--- src/rtl/mc_pkg.sv ---
// mc_pkg: shared encodings for the multi-cycle MIPS-subset controller.
//   - FSM state codes (binary, 4 bits, also driven on mc_ctrl.state)
//   - opcode / funct constants for the supported instructions
//   - instruction class codes produced by mc_decode
//   - mux select codes: npc_sel, reg_dst, wd_sel, alu_ctrl, ext_op
package mc_pkg;

    typedef enum logic [3:0] {
        S_FETCH  = 4'd0,
        S_DECODE = 4'd1,
        S_EXE    = 4'd2,
        S_ALUWB  = 4'd3,
        S_BRANCH = 4'd4,
        S_MA     = 4'd5,
        S_MR     = 4'd6,
        S_MWB    = 4'd7,
        S_MW     = 4'd8
    } state_t;

    typedef enum logic [3:0] {
        IC_ADDU = 4'd0,
        IC_SUBU = 4'd1,
        IC_SLT  = 4'd2,
        IC_JR   = 4'd3,
        IC_ORI  = 4'd4,
        IC_LUI  = 4'd5,
        IC_ADDI = 4'd6,
        IC_LW   = 4'd7,
        IC_SW   = 4'd8,
        IC_BEQ  = 4'd9,
        IC_J    = 4'd10,
        IC_JAL  = 4'd11,
        IC_ILL  = 4'd15
    } iclass_t;

    localparam logic [5:0] OP_RTYPE = 6'h00;
    localparam logic [5:0] OP_J     = 6'h02;
    localparam logic [5:0] OP_JAL   = 6'h03;
    localparam logic [5:0] OP_BEQ   = 6'h04;
    localparam logic [5:0] OP_ADDI  = 6'h08;
    localparam logic [5:0] OP_ORI   = 6'h0D;
    localparam logic [5:0] OP_LUI   = 6'h0F;
    localparam logic [5:0] OP_LW    = 6'h23;
    localparam logic [5:0] OP_SW    = 6'h2B;

    localparam logic [5:0] FN_JR    = 6'h08;
    localparam logic [5:0] FN_ADDU  = 6'h21;
    localparam logic [5:0] FN_SUBU  = 6'h23;
    localparam logic [5:0] FN_SLT   = 6'h2A;

    localparam logic [1:0] NPC_PC4  = 2'd0;
    localparam logic [1:0] NPC_BR   = 2'd1;
    localparam logic [1:0] NPC_JMP  = 2'd2;
    localparam logic [1:0] NPC_REG  = 2'd3;

    localparam logic [1:0] RD_RT    = 2'd0;
    localparam logic [1:0] RD_RD    = 2'd1;
    localparam logic [1:0] RD_RA    = 2'd2;

    localparam logic [1:0] WD_ALU   = 2'd0;
    localparam logic [1:0] WD_MEM   = 2'd1;
    localparam logic [1:0] WD_PC4   = 2'd2;

    localparam logic [2:0] ALU_ADD  = 3'd0;
    localparam logic [2:0] ALU_SUB  = 3'd1;
    localparam logic [2:0] ALU_OR   = 3'd2;
    localparam logic [2:0] ALU_LUI  = 3'd3;
    localparam logic [2:0] ALU_SLT  = 3'd4;

    localparam logic [1:0] EXT_ZERO = 2'd0;
    localparam logic [1:0] EXT_SIGN = 2'd1;
    localparam logic [1:0] EXT_UP   = 2'd2;

    // R-type ALU ops write rd; immediate ALU ops write rt
    function automatic logic is_rtype_alu(input iclass_t cls);
        return (cls == IC_ADDU) || (cls == IC_SUBU) || (cls == IC_SLT);
    endfunction

endpackage

--- src/rtl/mc_decode.sv ---
// mc_decode: combinational instruction classifier.
// Ports:
//   op        in  6  IR[31:26]
//   funct     in  6  IR[5:0]
//   o_class   out 4  instruction class (iclass_t)
//   o_illegal out 1  op/funct not in the supported set
module mc_decode
    import mc_pkg::*;
(
    input  logic [5:0] op,
    input  logic [5:0] funct,
    output iclass_t    o_class,
    output logic       o_illegal
);

    always_comb begin
        o_class = IC_ILL;
        unique case (op)
            OP_RTYPE: begin
                unique case (funct)
                    FN_ADDU: o_class = IC_ADDU;
                    FN_SUBU: o_class = IC_SUBU;
                    FN_SLT:  o_class = IC_SLT;
                    FN_JR:   o_class = IC_JR;
                    default: o_class = IC_ILL;
                endcase
            end
            OP_J:    o_class = IC_J;
            OP_JAL:  o_class = IC_JAL;
            OP_BEQ:  o_class = IC_BEQ;
            OP_ADDI: o_class = IC_ADDI;
            OP_ORI:  o_class = IC_ORI;
            OP_LUI:  o_class = IC_LUI;
            OP_LW:   o_class = IC_LW;
            OP_SW:   o_class = IC_SW;
            default: o_class = IC_ILL;
        endcase
    end

    assign o_illegal = (o_class == IC_ILL);

endmodule

--- src/rtl/mc_ctrl.sv ---
// mc_ctrl: multi-cycle control FSM for a MIPS subset
// (addu subu slt jr ori lui addi lw sw beq j jal).
// Ports:
//   clk, rst (sync, active-high)       op, funct, zero, alu_overflow in
//   PCWr IRWr GPRWr DMWr               write enables
//   npc_sel reg_dst wd_sel alu_ctrl alu_src_b ext_op   datapath selects
//   slt_ctrl ovf_set instr_done state  status
// Build option: define OVF_TRAP_EN to suppress the addi write on signed
// overflow and pulse ovf_set instead.
//
// state  | meaning
// FETCH  | load IR, PC <= PC+4
// DECODE | jumps / illegal complete here, else dispatch
// EXE    | ALU operation for R-type / immediate ALU ops
// ALUWB  | write ALU result to register file
// BRANCH | beq compare, conditional PC update
// MA     | memory address computation
// MR     | memory read
// MWB    | write loaded data to register file
// MW     | memory write
module mc_ctrl
    import mc_pkg::*;
(
    input  logic       clk,
    input  logic       rst,
    input  logic [5:0] op,
    input  logic [5:0] funct,
    input  logic       zero,
    input  logic       alu_overflow,
    output logic       PCWr,
    output logic       IRWr,
    output logic       GPRWr,
    output logic       DMWr,
    output logic [1:0] npc_sel,
    output logic [1:0] reg_dst,
    output logic [1:0] wd_sel,
    output logic [2:0] alu_ctrl,
    output logic       alu_src_b,
    output logic [1:0] ext_op,
    output logic       slt_ctrl,
    output logic       ovf_set,
    output logic       instr_done,
    output logic [3:0] state
);

    state_t  r_state;
    state_t  w_next;
    iclass_t w_class;
    logic    w_illegal;

`ifndef OVF_TRAP_EN
    logic    w_unused_ovf;
    assign w_unused_ovf = alu_overflow;
`endif

    mc_decode u_decode (
        .op        (op),
        .funct     (funct),
        .o_class   (w_class),
        .o_illegal (w_illegal)
    );

    always_ff @(posedge clk) begin
        if (rst) r_state <= S_FETCH;
        else     r_state <= w_next;
    end

    assign state = r_state;

    always_comb begin
        w_next     = S_FETCH;
        PCWr       = 1'b0;
        IRWr       = 1'b0;
        GPRWr      = 1'b0;
        DMWr       = 1'b0;
        npc_sel    = NPC_PC4;
        reg_dst    = RD_RT;
        wd_sel     = WD_ALU;
        alu_ctrl   = ALU_ADD;
        alu_src_b  = 1'b0;
        ext_op     = EXT_ZERO;
        slt_ctrl   = 1'b0;
        ovf_set    = 1'b0;
        instr_done = 1'b0;

        // EXE and ALUWB share the same ALU setup so the result stays stable
        // while it is written back.
        if (r_state == S_EXE || r_state == S_ALUWB) begin
            unique case (w_class)
                IC_SUBU: alu_ctrl = ALU_SUB;
                IC_SLT:  alu_ctrl = ALU_SLT;
                IC_ORI:  begin alu_ctrl = ALU_OR;  alu_src_b = 1'b1; ext_op = EXT_ZERO; end
                IC_LUI:  begin alu_ctrl = ALU_LUI; alu_src_b = 1'b1; ext_op = EXT_UP;   end
                IC_ADDI: begin alu_ctrl = ALU_ADD; alu_src_b = 1'b1; ext_op = EXT_SIGN; end
                default: alu_ctrl = ALU_ADD;
            endcase
        end

        unique case (r_state)
            S_FETCH: begin
                PCWr   = 1'b1;
                IRWr   = 1'b1;
                w_next = S_DECODE;
            end
            S_DECODE: begin
                if (w_illegal) begin
                    instr_done = 1'b1;
                end else begin
                    unique case (w_class)
                        IC_J: begin
                            PCWr = 1'b1; npc_sel = NPC_JMP; instr_done = 1'b1;
                        end
                        IC_JAL: begin
                            PCWr = 1'b1; npc_sel = NPC_JMP; GPRWr = 1'b1;
                            reg_dst = RD_RA; wd_sel = WD_PC4; instr_done = 1'b1;
                        end
                        IC_JR: begin
                            PCWr = 1'b1; npc_sel = NPC_REG; instr_done = 1'b1;
                        end
                        IC_BEQ:         w_next = S_BRANCH;
                        IC_LW, IC_SW:   w_next = S_MA;
                        default:        w_next = S_EXE;
                    endcase
                end
            end
            S_EXE: w_next = S_ALUWB;
            S_ALUWB: begin
                wd_sel     = WD_ALU;
                reg_dst    = is_rtype_alu(w_class) ? RD_RD : RD_RT;
                slt_ctrl   = (w_class == IC_SLT);
                instr_done = 1'b1;
`ifdef OVF_TRAP_EN
                if (w_class == IC_ADDI && alu_overflow) begin
                    GPRWr   = 1'b0;
                    ovf_set = 1'b1;
                end else begin
                    GPRWr   = 1'b1;
                end
`else
                GPRWr      = 1'b1;
`endif
            end
            S_BRANCH: begin
                alu_ctrl   = ALU_SUB;
                PCWr       = zero;
                npc_sel    = NPC_BR;
                instr_done = 1'b1;
            end
            S_MA: begin
                alu_ctrl  = ALU_ADD;
                alu_src_b = 1'b1;
                ext_op    = EXT_SIGN;
                w_next    = (w_class == IC_SW) ? S_MW : S_MR;
            end
            S_MR: w_next = S_MWB;
            S_MWB: begin
                GPRWr      = 1'b1;
                wd_sel     = WD_MEM;
                reg_dst    = RD_RT;
                instr_done = 1'b1;
            end
            S_MW: begin
                DMWr       = 1'b1;
                instr_done = 1'b1;
            end
            default: w_next = S_FETCH;
        endcase

        // Reset abandons whatever is in flight: no architectural writes.
        if (rst) begin
            PCWr       = 1'b0;
            IRWr       = 1'b0;
            GPRWr      = 1'b0;
            DMWr       = 1'b0;
            ovf_set    = 1'b0;
            instr_done = 1'b0;
        end
    end

endmodule

--- config.mk ---
export PLATFORM = sky130hd
export DESIGN_NAME = mc_ctrl
export DESIGN_NICKNAME = d
export VERILOG_FILES = /design/src/rtl/mc_pkg.sv /design/src/rtl/mc_decode.sv /design/src/rtl/mc_ctrl.sv
export SDC_FILE = /design/constraint.sdc
export NUM_CORES = 1
export LEC_CHECK = 0
export CAP_MARGIN = 20
export CORE_MARGIN = 8
export CORE_UTILIZATION = 62
export DETAILED_ROUTE_END_ITERATION = 10
export DONT_BUFFER_PORTS = 1
export PLACE_DENSITY = 0.78
export SYNTH_ARGS = -nofsm -noshare
export SYNTH_HDL_FRONTEND = slang
export SYNTH_SLANG_ARGS = --single-unit
--- constraint.sdc ---
create_clock -name clk -period 4.09 [get_ports clk]
set_input_delay 1.227 -clock clk [delete_from_list [all_inputs] [get_ports clk]]
set_output_delay 1.227 -clock clk [all_outputs]
set_load 0.01 [all_outputs]
==> impl_metrics.csv <==
group,metric,value,unit
cells_and_area,drive_gt1_share,8.84,%
synth,yosys-mux-area-fraction,0,%
sta,tns,0,ps
sta,period_needed,4010,ps
synth,synth-compound-area-share,31.9,%
sta,grt_setup_unrepaired,"no",
drt,ant_nets,0,
synth,syn-num-nets,169,
sta,finalHoldViolations,0,
clock_tree,cts_sinks,4,
grt,grt_max_degree,20,
cells_and_area,finalNetCount,165,
cells_and_area,largest_register_ffs,4,
pwr,peakVddDrop,0.180,mV
setup_path,crit_path_end_kind,"output port",
synth,synth_top_family_by_area,"simple AND/OR/NAND/NOR gates",
floorplanning,pin_count,39,
clock_tree,ctsHtreeMaxLevel,1,
cells_and_area,area_growth,0.794,%
synth,synth_fa_ha_area_share,0,%
drt,wl_per_cell,16.9,µm
sta,max_slew_margin,60.5,%
floorplanning,die_area,3030,µm²
grt,antenna_found_initial,0,
drt,avgViaCountPerCell,6.91,
pwr,power_density,148,nW/µm²
synth,ys_types,47,
sta,maxSlewViolCount,0,
cells_and_area,multiInputGateArea,793,µm²
setup_path,worst-path-max-fanout,3,
cells_and_area,nFillCells,153,
drt,drc,0,
drt,drt_wl_total,2750,µm
synth,synth_edf_count,0,
placement,postPlaceCellArea,931,µm²
floorplanning,rows,14,
floorplanning,core_area,1470,µm²
synth,syn_area,946,µm²
placement,io_buffers,0,
drt,num_vias,1127,
sta,setup_viol,0,
grt,overflow,0,
clock_tree,root_buffer,"clkbuf_4",
grt,track_usage,18.2,%
job,maxCapViolCount,0,
synth,ys_seq_area_share,8.47,%
synth,syn_area_per_cell,6.18,µm²
pwr,power.total,142,µW
drt,firstDrtPassIters,4,
synth,synthCells,153,
setup_path,slowest_delay,320,ps
clock_tree,cts_tree,"built",
cells_and_area,seqCellArea,80.1,µm²
synth,synthArstFlopShare,0,%
synth,yosysWarnings,0,
floorplanning,die_h,55.1,µm
clock_tree,cts_hold_buf,0,
clock_tree,cts.path.max_buffers,2,
drt,drtIter0Drc,64,
setup_path,cp_data_arrival_time,2780,ps
clock_tree,cts_buffers,3,
clock_tree,cts_resized,0,
grt,first_global_vias,978,
synth,synthSimpleGateAreaFrac,48.8,%
grt,grt_first_pass_wirelength,4250,µm
sta,tightest_slew,584,ps
sta,fmax,0.249,GHz
sta,skew,7.27,ps
setup_path,startpoint_type,"input pin",
min_path,min_path_type,"reg2reg",
clock_tree,postCtsSetupBuffers,0,
cells_and_area,final_cell_area,953,µm²
sta,period_share,98.0,%
cells_and_area,fin_util,64.8,%
status,status,"finished clean",
clock_tree,path_clk_slew,40,ps
pwr,leakagePower,0.323,nW
setup_path,crit_required,2860,ps
setup_path,cp_cell_sequence,"nor3b_1 > a22oi_1 > or2_0 > o31a_1 > o32ai_1 > buf_4",
setup_path,critPathKind,"in2out",
setup_path,cp_slowest_cell,"nor3b_1",
floorplanning,die_x,55.1,µm
floorplanning,initial_core_util,64.3,%
synth,ys_seq_elements,4,
placement,gp_congestion,0.853,
placement,dp_hpwl,2150,µm
synth,synth-main-ff-cell,"dfxtp_1",
synth,synth_xor_area_share,2.78,%
clock_tree,insertion_delay,250,ps
cells_and_area,antennaDiodeCount,0,
## worst paths after layout
kind,cells past startpoint,slack (ps),start,to
worst min register to register,3,740,state[0],state[0]
worst min-delay path,3,740,state[0],state[0]
worst max register to register,5,2470,state[0],state[2]
worst max-delay path,6,80,funct[2],PCWr
## routing by layer
layer	wire length [µm]	GRT usage (%)	share of wire, %	up-vias
li1	-	-	-	544
met2	1230	28.0	45	59
met4	46	8.00	1.7	0
met3	273	5.61	9.9	8
met5	0	0	0	-
met1	1200	22.8	44	516
## synthesized netlist by cell type, types with 2 or more instances
cell type	number	area (µm²)
a211oi_1	3	22.5
a21oi_1	10	50.1
a22oi_1	3	22.5
a31oi_1	2	12.5
and2_1	3	18.8
and3_1	3	18.8
and3b_1	3	26.3
buf_2	4	20.0
clkbuf_1	5	18.8
dfxtp_1	4	80.1
inv_1	5	18.8
nand2_1	13	48.8
nand2b_1	4	25.0
nand3_1	5	25.0
nand3b_1	3	22.5
nor2_1	18	67.6
nor2b_1	6	37.5
nor3_1	7	35.0
nor3_2	3	30.0
nor3b_1	2	15.0
nor4b_1	2	17.5
o211ai_1	3	22.5
o21a_1	2	15.0
o21ai_0	5	25.0
o21ai_1	9	45.0
o32ai_1	2	17.5
or2_2	2	12.5
or3_1	2	12.5
xor2_1	2	17.5
## per-stage QoR
stage                     worst slack [ps]  hold slack [ps]  cells
after floorplan                        176              696    153
after global placement                 165              715    160
after detailed placement               112              708    160
after CTS                             96.4              725    163
after global routing                  33.5              786    163
final                                 81.4              738    163
## cells by family after synthesis
family / count (synthesis)
AOI/OAI and AO/OA: 47
xor gates and xnor gates: 3
buffers and inverters: 17
DFF: 4
other: 1
and+or+nand+nor: 81
## power breakdown
group	internal [mW]	switching, mW
Clock	0.0331	0.0198
Combinational	0.0206	0.0252
Sequential	0.0402	0.00272
Total	0.0938	0.0477
## worst max-delay path, delay by kind of cell
| family | cells | cell delay, ps |
|---|---|---|
| AND/OR/NAND/NOR | 2 | 580 |
| AO/OA/AOI/OAI | 3 | 800 |
| buffers and inverters | 1 | 170 |
## layout by cell type, fill, tap and decap left out, types with 4 or more instances in the layout
| cell type | netlist | routed |
|---|---|---|
| a21oi_1 | 10 | 10 |
| dfxtp_1 | 4 | 4 |
| inv_1 | 5 | 5 |
| nand2_1 | 13 | 13 |
| nand2b_1 | 4 | 4 |
| nand3_1 | 5 | 5 |
| nor2_1 | 18 | 18 |
| nor2b_1 | 6 | 6 |
| nor3_1 | 7 | 7 |
| o21ai_0 | 5 | 5 |
| o21ai_1 | 9 | 9 |
## layout make-up
type                    instances  share of cell area (%)
clock buffers                   3                    2.36
inverters                       6                    2.36
multi-input cells             132                    83.2
flip-flops and latches          4                    8.40
well taps                      16                    2.10
repair buffers                  2                    1.57
Note: power is estimated with default switching activity, not from simulation.
